File: config.mk
export PLATFORM = sky130hd
export DESIGN_NAME = cic_comp_fir
export DESIGN_NICKNAME = d
export VERILOG_FILES = /design/src/rtl/cic_comp_fir.sv
export SDC_FILE = /design/constraint.sdc
export NUM_CORES = 2
export LEC_CHECK = 0
export ABC_AREA = 1
export BUFFER_PORTS_ARGS = -buffer_cell sky130_fd_sc_hd__buf_4
export CAP_MARGIN = 10
export CELL_PAD_IN_SITES_DETAIL_PLACEMENT = 1
export CELL_PAD_IN_SITES_GLOBAL_PLACEMENT = 2
export CORE_MARGIN = 1
export CORE_UTILIZATION = 43
export CTS_CLUSTER_DIAMETER = 150
export DETAILED_ROUTE_END_ITERATION = 8
export PLACE_DENSITY_LB_ADDON = 0.1
export SLEW_MARGIN = 0
export SYNTH_ARGS = -nofsm -noshare
export SYNTH_HDL_FRONTEND = slang
export SYNTH_SLANG_ARGS = --single-unit
File: constraint.sdc
create_clock -name rf_clk -period 44 [get_ports rf_clk]
set_input_delay 2.2 -clock rf_clk [delete_from_list [all_inputs] [get_ports rf_clk]]
set_output_delay 2.2 -clock rf_clk [all_outputs]
set_load 0.01 [all_outputs]
File: src/rtl/cic_comp_fir.sv
// Droop-compensation FIR after the CIC decimator: one shared MAC walks the taps
// once per accepted sample. Optional `CIC_COMP_FIR_SAT_EN selects output clamping over wrap.
module cic_comp_fir #(
  parameter int NTAPS = 15,
  parameter int AW    = 4,
  parameter int DW    = 16,
  parameter int CW    = 18,
  parameter int ACCW  = 40,
  parameter int SHIFT = 16
) (
  input  logic                 rf_clk,
  input  logic                 reset,
  input  logic signed [DW-1:0] audio_in,
  input  logic                 in_valid,
  input  logic                 coef_we,
  input  logic [AW-1:0]        coef_addr,
  input  logic signed [CW-1:0] coef_wdata,
  output logic signed [DW-1:0] audio_out,
  output logic                 out_valid,
  output logic                 busy,
  output logic                 overrun
);

  typedef enum logic [1:0] {IDLE, MAC, OUT} state_t;

  localparam logic [AW-1:0]          LAST    = AW'(NTAPS - 1);
  localparam logic signed [CW-1:0]   UNITY   = CW'(65536);
  localparam logic signed [ACCW-1:0] HALF    = ACCW'(1) <<< (SHIFT - 1);
  localparam logic signed [ACCW-1:0] OUT_MAX = ACCW'((1 << (DW - 1)) - 1);
  localparam logic signed [ACCW-1:0] OUT_MIN = -OUT_MAX - ACCW'(1);

  state_t state_q, state_d;

  logic signed [DW-1:0]   x_q    [NTAPS];
  logic signed [DW-1:0]   x_d    [NTAPS];
  logic signed [CW-1:0]   coef_q [NTAPS];
  logic signed [CW-1:0]   coef_d [NTAPS];
  logic [AW-1:0]          head_q, head_d, rd_q, rd_d, k_q, k_d, head_nxt;
  logic signed [ACCW-1:0] acc_q, acc_d, rnd, r;
  logic signed [DW+CW-1:0] prod;
  logic signed [DW-1:0]   audio_out_q, audio_out_d, sat_val;
  logic                   out_valid_q, out_valid_d, overrun_q, overrun_d;

  always_ff @(posedge rf_clk or posedge reset) begin
    if (reset) state_q <= IDLE;
    else       state_q <= state_d;
  end

  always_comb begin
    state_d = state_q;
    case (state_q)
      IDLE:    if (in_valid) state_d = MAC;
      MAC:     if (k_q == LAST) state_d = OUT;
      OUT:     state_d = IDLE;
      default: state_d = IDLE;
    endcase
  end

  // Rounding adds half an LSB before the arithmetic shift: ties go toward +inf.
  always_comb begin
    rnd = acc_q + HALF;
    r   = rnd >>> SHIFT;
  end

`ifdef CIC_COMP_FIR_SAT_EN
  always_comb begin
    if (r > OUT_MAX)      sat_val = OUT_MAX[DW-1:0];
    else if (r < OUT_MIN) sat_val = OUT_MIN[DW-1:0];
    else                  sat_val = r[DW-1:0];
  end
`else
  logic unused_r_hi;
  assign unused_r_hi = ^r[ACCW-1:DW];
  assign sat_val     = r[DW-1:0];
`endif

  always_comb begin
    x_d         = x_q;
    coef_d      = coef_q;
    head_d      = head_q;
    rd_d        = rd_q;
    k_d         = k_q;
    acc_d       = acc_q;
    audio_out_d = audio_out_q;
    out_valid_d = 1'b0;
    overrun_d   = overrun_q;
    head_nxt    = (head_q == LAST) ? '0 : head_q + AW'(1);
    prod        = x_q[rd_q] * coef_q[k_q];
    case (state_q)
      IDLE: begin
        if (coef_we && (coef_addr <= LAST)) coef_d[coef_addr] = coef_wdata;
        if (in_valid) begin
          x_d[head_nxt] = audio_in;
          head_d        = head_nxt;
          rd_d          = head_nxt;
          acc_d         = '0;
          k_d           = '0;
        end
      end
      MAC: begin
        acc_d = acc_q + {{(ACCW-DW-CW){prod[DW+CW-1]}}, prod};
        k_d   = k_q + AW'(1);
        rd_d  = (rd_q == '0) ? LAST : rd_q - AW'(1);
        if (in_valid) overrun_d = 1'b1;
      end
      OUT: begin
        audio_out_d = sat_val;
        out_valid_d = 1'b1;
        if (in_valid) overrun_d = 1'b1;
      end
      default: ;
    endcase
  end

  always_ff @(posedge rf_clk or posedge reset) begin
    if (reset) begin
      for (int i = 0; i < NTAPS; i++) begin
        x_q[i]    <= '0;
        coef_q[i] <= (i == 0) ? UNITY : '0;
      end
      head_q      <= '0;
      rd_q        <= '0;
      k_q         <= '0;
      acc_q       <= '0;
      audio_out_q <= '0;
      out_valid_q <= 1'b0;
      overrun_q   <= 1'b0;
    end else begin
      x_q         <= x_d;
      coef_q      <= coef_d;
      head_q      <= head_d;
      rd_q        <= rd_d;
      k_q         <= k_d;
      acc_q       <= acc_d;
      audio_out_q <= audio_out_d;
      out_valid_q <= out_valid_d;
      overrun_q   <= overrun_d;
    end
  end

  assign audio_out = audio_out_q;
  assign out_valid = out_valid_q;
  assign overrun   = overrun_q;
  assign busy      = (state_q != IDLE);

endmodule

Word-level counts from Yosys, hierarchy flattened --
Index checks and enable logic that the tools add are counted.
Word-level totals: register bits 582, logic and storage cells 98
Cells by class: add/sub/neg operators 5, multipliers 1, $lt $le $gt $ge 7, eq/ne operators 6, muxes and demuxes 24, bitwise gates (word level) 4, reductions and logical operators 13
Operator list (number):
- $bwmux 270 | 1
- $bwmux 240 | 1
- $pmux 40 s2 | 1
- $bmux 18 s4 | 1
- $demux 18 s4 | 1
- $bmux 16 s4 | 1
- $demux 16 s4 | 1
- $mux 18 | 3
- $mux 16 | 3
- $add 40x40->40 | 1
- $mux 40 | 1
- $mul 16x18->34 | 1
- $add 32x17->32 const B | 1
- $ge 5x5->1 const B | 4
- $not 4->5 | 4
- $mux 4 | 4
- $pmux 4 s2 | 2
- $lt 5x1->1 const B | 2
- $reduce_and 2->1 | 5
- $add 4x1->4 const B | 2
- $eq 4x4->1 const B | 2
- $le 4x4->1 const B | 1
- $logic_not 4->1 | 1
- $mux 2 | 2
- 10 further kinds | 14

Longest topological paths before layout --
depth in word-level cells 8, depth in mapped cells 49, mapped depth without buffers 46

Worst setup path after synthesis --
No wires, ideal clock.
kind register to register, start register rd_q[0], end register acc_q[30], setup time 0.118 ns, data arrival time 7.851 ns, path slack 36.031 ns, cell stages (with the launch flop) 39, buffers on the path 5, clock period less this slack 7.969 ns, cell sequence dfrtp_1 buf_6 buf_6 buf_4 o211ai_1 nand3_1 o211ai_1 or3b_1 buf_4 buf_6 nand2_1 inv_1 fa_1 inv_1 fa_1 fa_1 inv_1 fa_1 (+3 left out) inv_1 ha_1 nand2_1 inv_1 a21oi_1 nand3_1 a21oi_1 o21ai_1 a21oi_1 o21ai_1 xor2_1 ha_1 a21oi_1 o21ai_0 a2111oi_0 nand3_1 nand3_1 nand2_1
On the way: longest elaborated chain between the ends 7
RTL lines:
- start, declared | line 38 | logic [AW-1:0] head_q, head_d, rd_q, rd_d, k_q, k_d, head_nxt;
- start signal, assigned | line 132 | rd_q <= rd_d;
- $not 4->5 (implied by the code) | line 88 | prod = x_q[rd_q] * coef_q[k_q];
- $bmux 16 s4 | line 88
- $mux 16 (implied by the code) (2 in a row) | line 88
- $mul 16x18->34 | line 88
- $add 40x40->40 | line 101 | acc_d = acc_q + {{(ACCW-DW-CW){prod[DW+CW-1]}}, prod};
- $pmux 40 s2 | line 89 | case (state_q)
- end signal, assigned | line 124 | acc_q <= '0;
- end signal, assigned | line 134 | acc_q <= acc_d;
- end, declared | line 39 | logic signed [ACCW-1:0] acc_q, acc_d, rnd, r;
No other way between the ends. The select of a mux whose other input is x is not followed. A chain may end at the register's enable or synchronous reset.

Final worst setup path --
start register k_q[0], end register acc_q[28]
On the way: longest elaborated chain between the ends 7
RTL lines:
- start, declared | line 38
- start signal, assigned | line 133 | k_q <= k_d;
- $not 4->5 (implied by the code) | line 88
- $bmux 18 s4 | line 88
- $mux 18 (implied by the code) (2 in a row) | line 88
- $mul 16x18->34 | line 88
- $add 40x40->40 | line 101
- $pmux 40 s2 | line 89
No other way between the ends. The select of a mux whose other input is x is not followed.

==> results.yml <==
worst_setup_path:
  slowest_stage: "fa_1"
  setup.worst_path.class: "register to register"
  rr_worst_depth: 42
  start_kind: "register"
  cpMostUsedCell: "nand2_1"
  end_kind: "register"
  slowest_delay_ns: 0.59
  crit_required_ns: 44.51
  arrival_ns: 11.10
  worstPathMaxFanout: 63
logic_synthesis:
  synth_area_leaders: "dfrtp_1 37%, fa_1 14%, nand2_1 9.7%"
  synth_cell_type_count: 62
  avgSynthCellArea_um2: 8.165
  yosysTopAreaCell: "dfrtp_1"
  syn_nets: 5144
  synthTopCellsByCount: "991 x nand2_1, 748 x inv_1, 573 x dfrtp_1"
  synthArstFlopShare_pct: 100.0
  ys_seq_elements: 574
  ys_seq_area_share_pct: 37.41
  synthesis.instances: 4703
  yosys.area.top_type_share_pct: 37.34
  ys_dominant_reg_cell: "dfrtp_1"
  synth_most_common_cell: "nand2_1"
  syn_area_um2: 38400
  yosys_warnings: 0
  synth_edf_count: 0
routing:
  viasPerCell: 5.337
  drc: 0
  drt-pass1-iter-count: 5
  vias: 31210
  drt-total-wl_um: 120800
  drtAntennaViolNets: 0
  first_iter_violations: 1936
  wl_per_cell_um: 20.66
min_path:
  min_path_type: "register to register"
  worstHoldPathCells: 1
timing:
  fmax_ghz: 0.09446
  finalSetupTns_ns: 0
  slew_headroom_pct: 18.93
  skew_ns: 0.02908
  final_max_slew_viol_count: 0
  rsz0062_at_grt: "false"
  worst_slew_pin_slew_ns: 1.216
  setup_viol: 0
  period_needed_ns: 10.59
  finalHoldViolCount: 0
  period_share_pct: 24.06
floorplan:
  start_util_pct: 43.45
  pin_count: 61
  row_count: 109
  die_x_um: 300.8
  die_area_um2: 90500
  coreArea_um2: 88370
  die_y_um: 300.8
clocking:
  cts_tree: "built"
  cts_resized: 0
  clockRootBuffer: "clkbuf_16"
  postCtsHoldBufs: 0
  post-cts-setup-buffer-count: 0
  cts_buffers: 70
  clock-sinks: 574
  clkLatencyLatePin_ns: 0.64
  htree_num_levels: 3
  cts.path.max_buffers: 3
  clkTransAtPathRegs_ns: 0.06
finish:
  areaGrowthSynthToFinish_pct: 9.065
  layout-drive-gt1-share_pct: 6.748
  fin_nets: 5074
  diodes: 0
place:
  hpwl_um: 81460
  port_buffers: 60
  place_congestion: 0.8365
grt:
  grt_util_all_layers_pct: 27.63
  grt_pass1_vias: 33350
  grt_first_pass_wirelength_um: 192800
  gr-total-overflow: 0
  antenna_found_initial: 0
  grt_max_degree: 166
flow_run:
  max_cap_viol_count: 0
outcome:
  status: "completed"
## cell families (layout without fill, tap and decap cells)
logic type | Yosys count | count (layout) | share of synthesized area (%)
compound gates | 1136 | 1136 | 16.15
xor+xnor | 45 | 45 | 1.026
fa+ha+maj | 399 | 399 | 18.42
buf+inv | 1040 | 1020 | 11.19
flops | 574 | 574 | 37.41
simple gates | 1509 | 1509 | 15.81
## path summary, 6_finish.rpt
check / start / end / slack [ns]
max: k_q[0] / acc_q[28] / 33.41
min: overrun / overrun / 0.46
max reg2reg: k_q[0] / acc_q[28] / 33.41
min reg2reg: overrun / overrun / 0.46
max in group asynchronous: reset / x_q[221] / 39.16
min in group asynchronous: reset / coef_q[14] / 1.65
## registers in the layout, indices dropped and copies added (netlist names)
register / count
acc_q: 32
audio_out: 16
coef_q: 270
head_q: 4
k_q: 4
out_valid: 1
overrun: 1
rd_q: 4
state_q: 2
x_q: 240
## metal layers
metal	track usage (%)	wire length (um)	vias up
met5	0	0	-
met2	46.67	58180	523
li1	-	-	14720
met3	3.449	4287	189
met1	36.97	54460	15780
met4	8.521	3890	0
## through the flow
stage / std cells / worst slack (ns) / utilization, % / area [um2] / hold slack (ns)
after detailed placement: 5726 / 33.52 / 44.72 / 39520 / 0.4523
final: 5848 / 33.41 / 47.39 / 41880 / 0.4551
after global routing: 5848 / 32.73 / 47.39 / 41880 / 0.4795
after floorplan: 4703 / 25.74 / - / 38400 / 0.4457
after CTS: 5848 / 33.48 / 47.39 / 41880 / 0.4624
after global placement: 5726 / 33.74 / 44.72 / 39520 / 0.4481
## worst max-delay path, delay by kind of cell, from the launching register on
kind / cells / cell delay (ns)
adders and majority gates: 8 / 3.91
AOI/OAI and AO/OA: 11 / 2.39
buffers and inverters: 10 / 2.04
and+or+nand+nor: 12 / 1.59
DFF: 1 / 0.34
xor gates and xnor gates: 1 / 0.14
## cell type report
type	count	area, um2
Clock buffer	104	2120
Multi-Input combinational cell	3089	19820
Sequential cell	574	14370
Clock inverter	18	237.7
Inverter	771	2912
Tap cell	1165	1458
Fill cell	10600	46490
Timing Repair Buffer	127	965.9
## cell usage in the layout, fill, tap and decap left out, drive strengths merged, types with 5 or more instances in the layout
master   count
or3b         5
a221oi      25
clkbuf     104
nor2       347
a21oi      356
a22oi       15
o21ai      622
a211oi       5
dfrtp      573
nor3        29
nor4         8
inv        765
o2111ai      7
xor2        26
nand4       15
nand2     1002
o211ai      42
o31ai        7
or2          6
o22ai        7
clkinv      18
xnor2       19
buf        127
a311o        8
a21o         7
ha         122
a31oi       13
nand3       96
fa         277
Power is not shown: default switching activity piles up to over one toggle a cycle in this logic, so the estimate is an artifact.
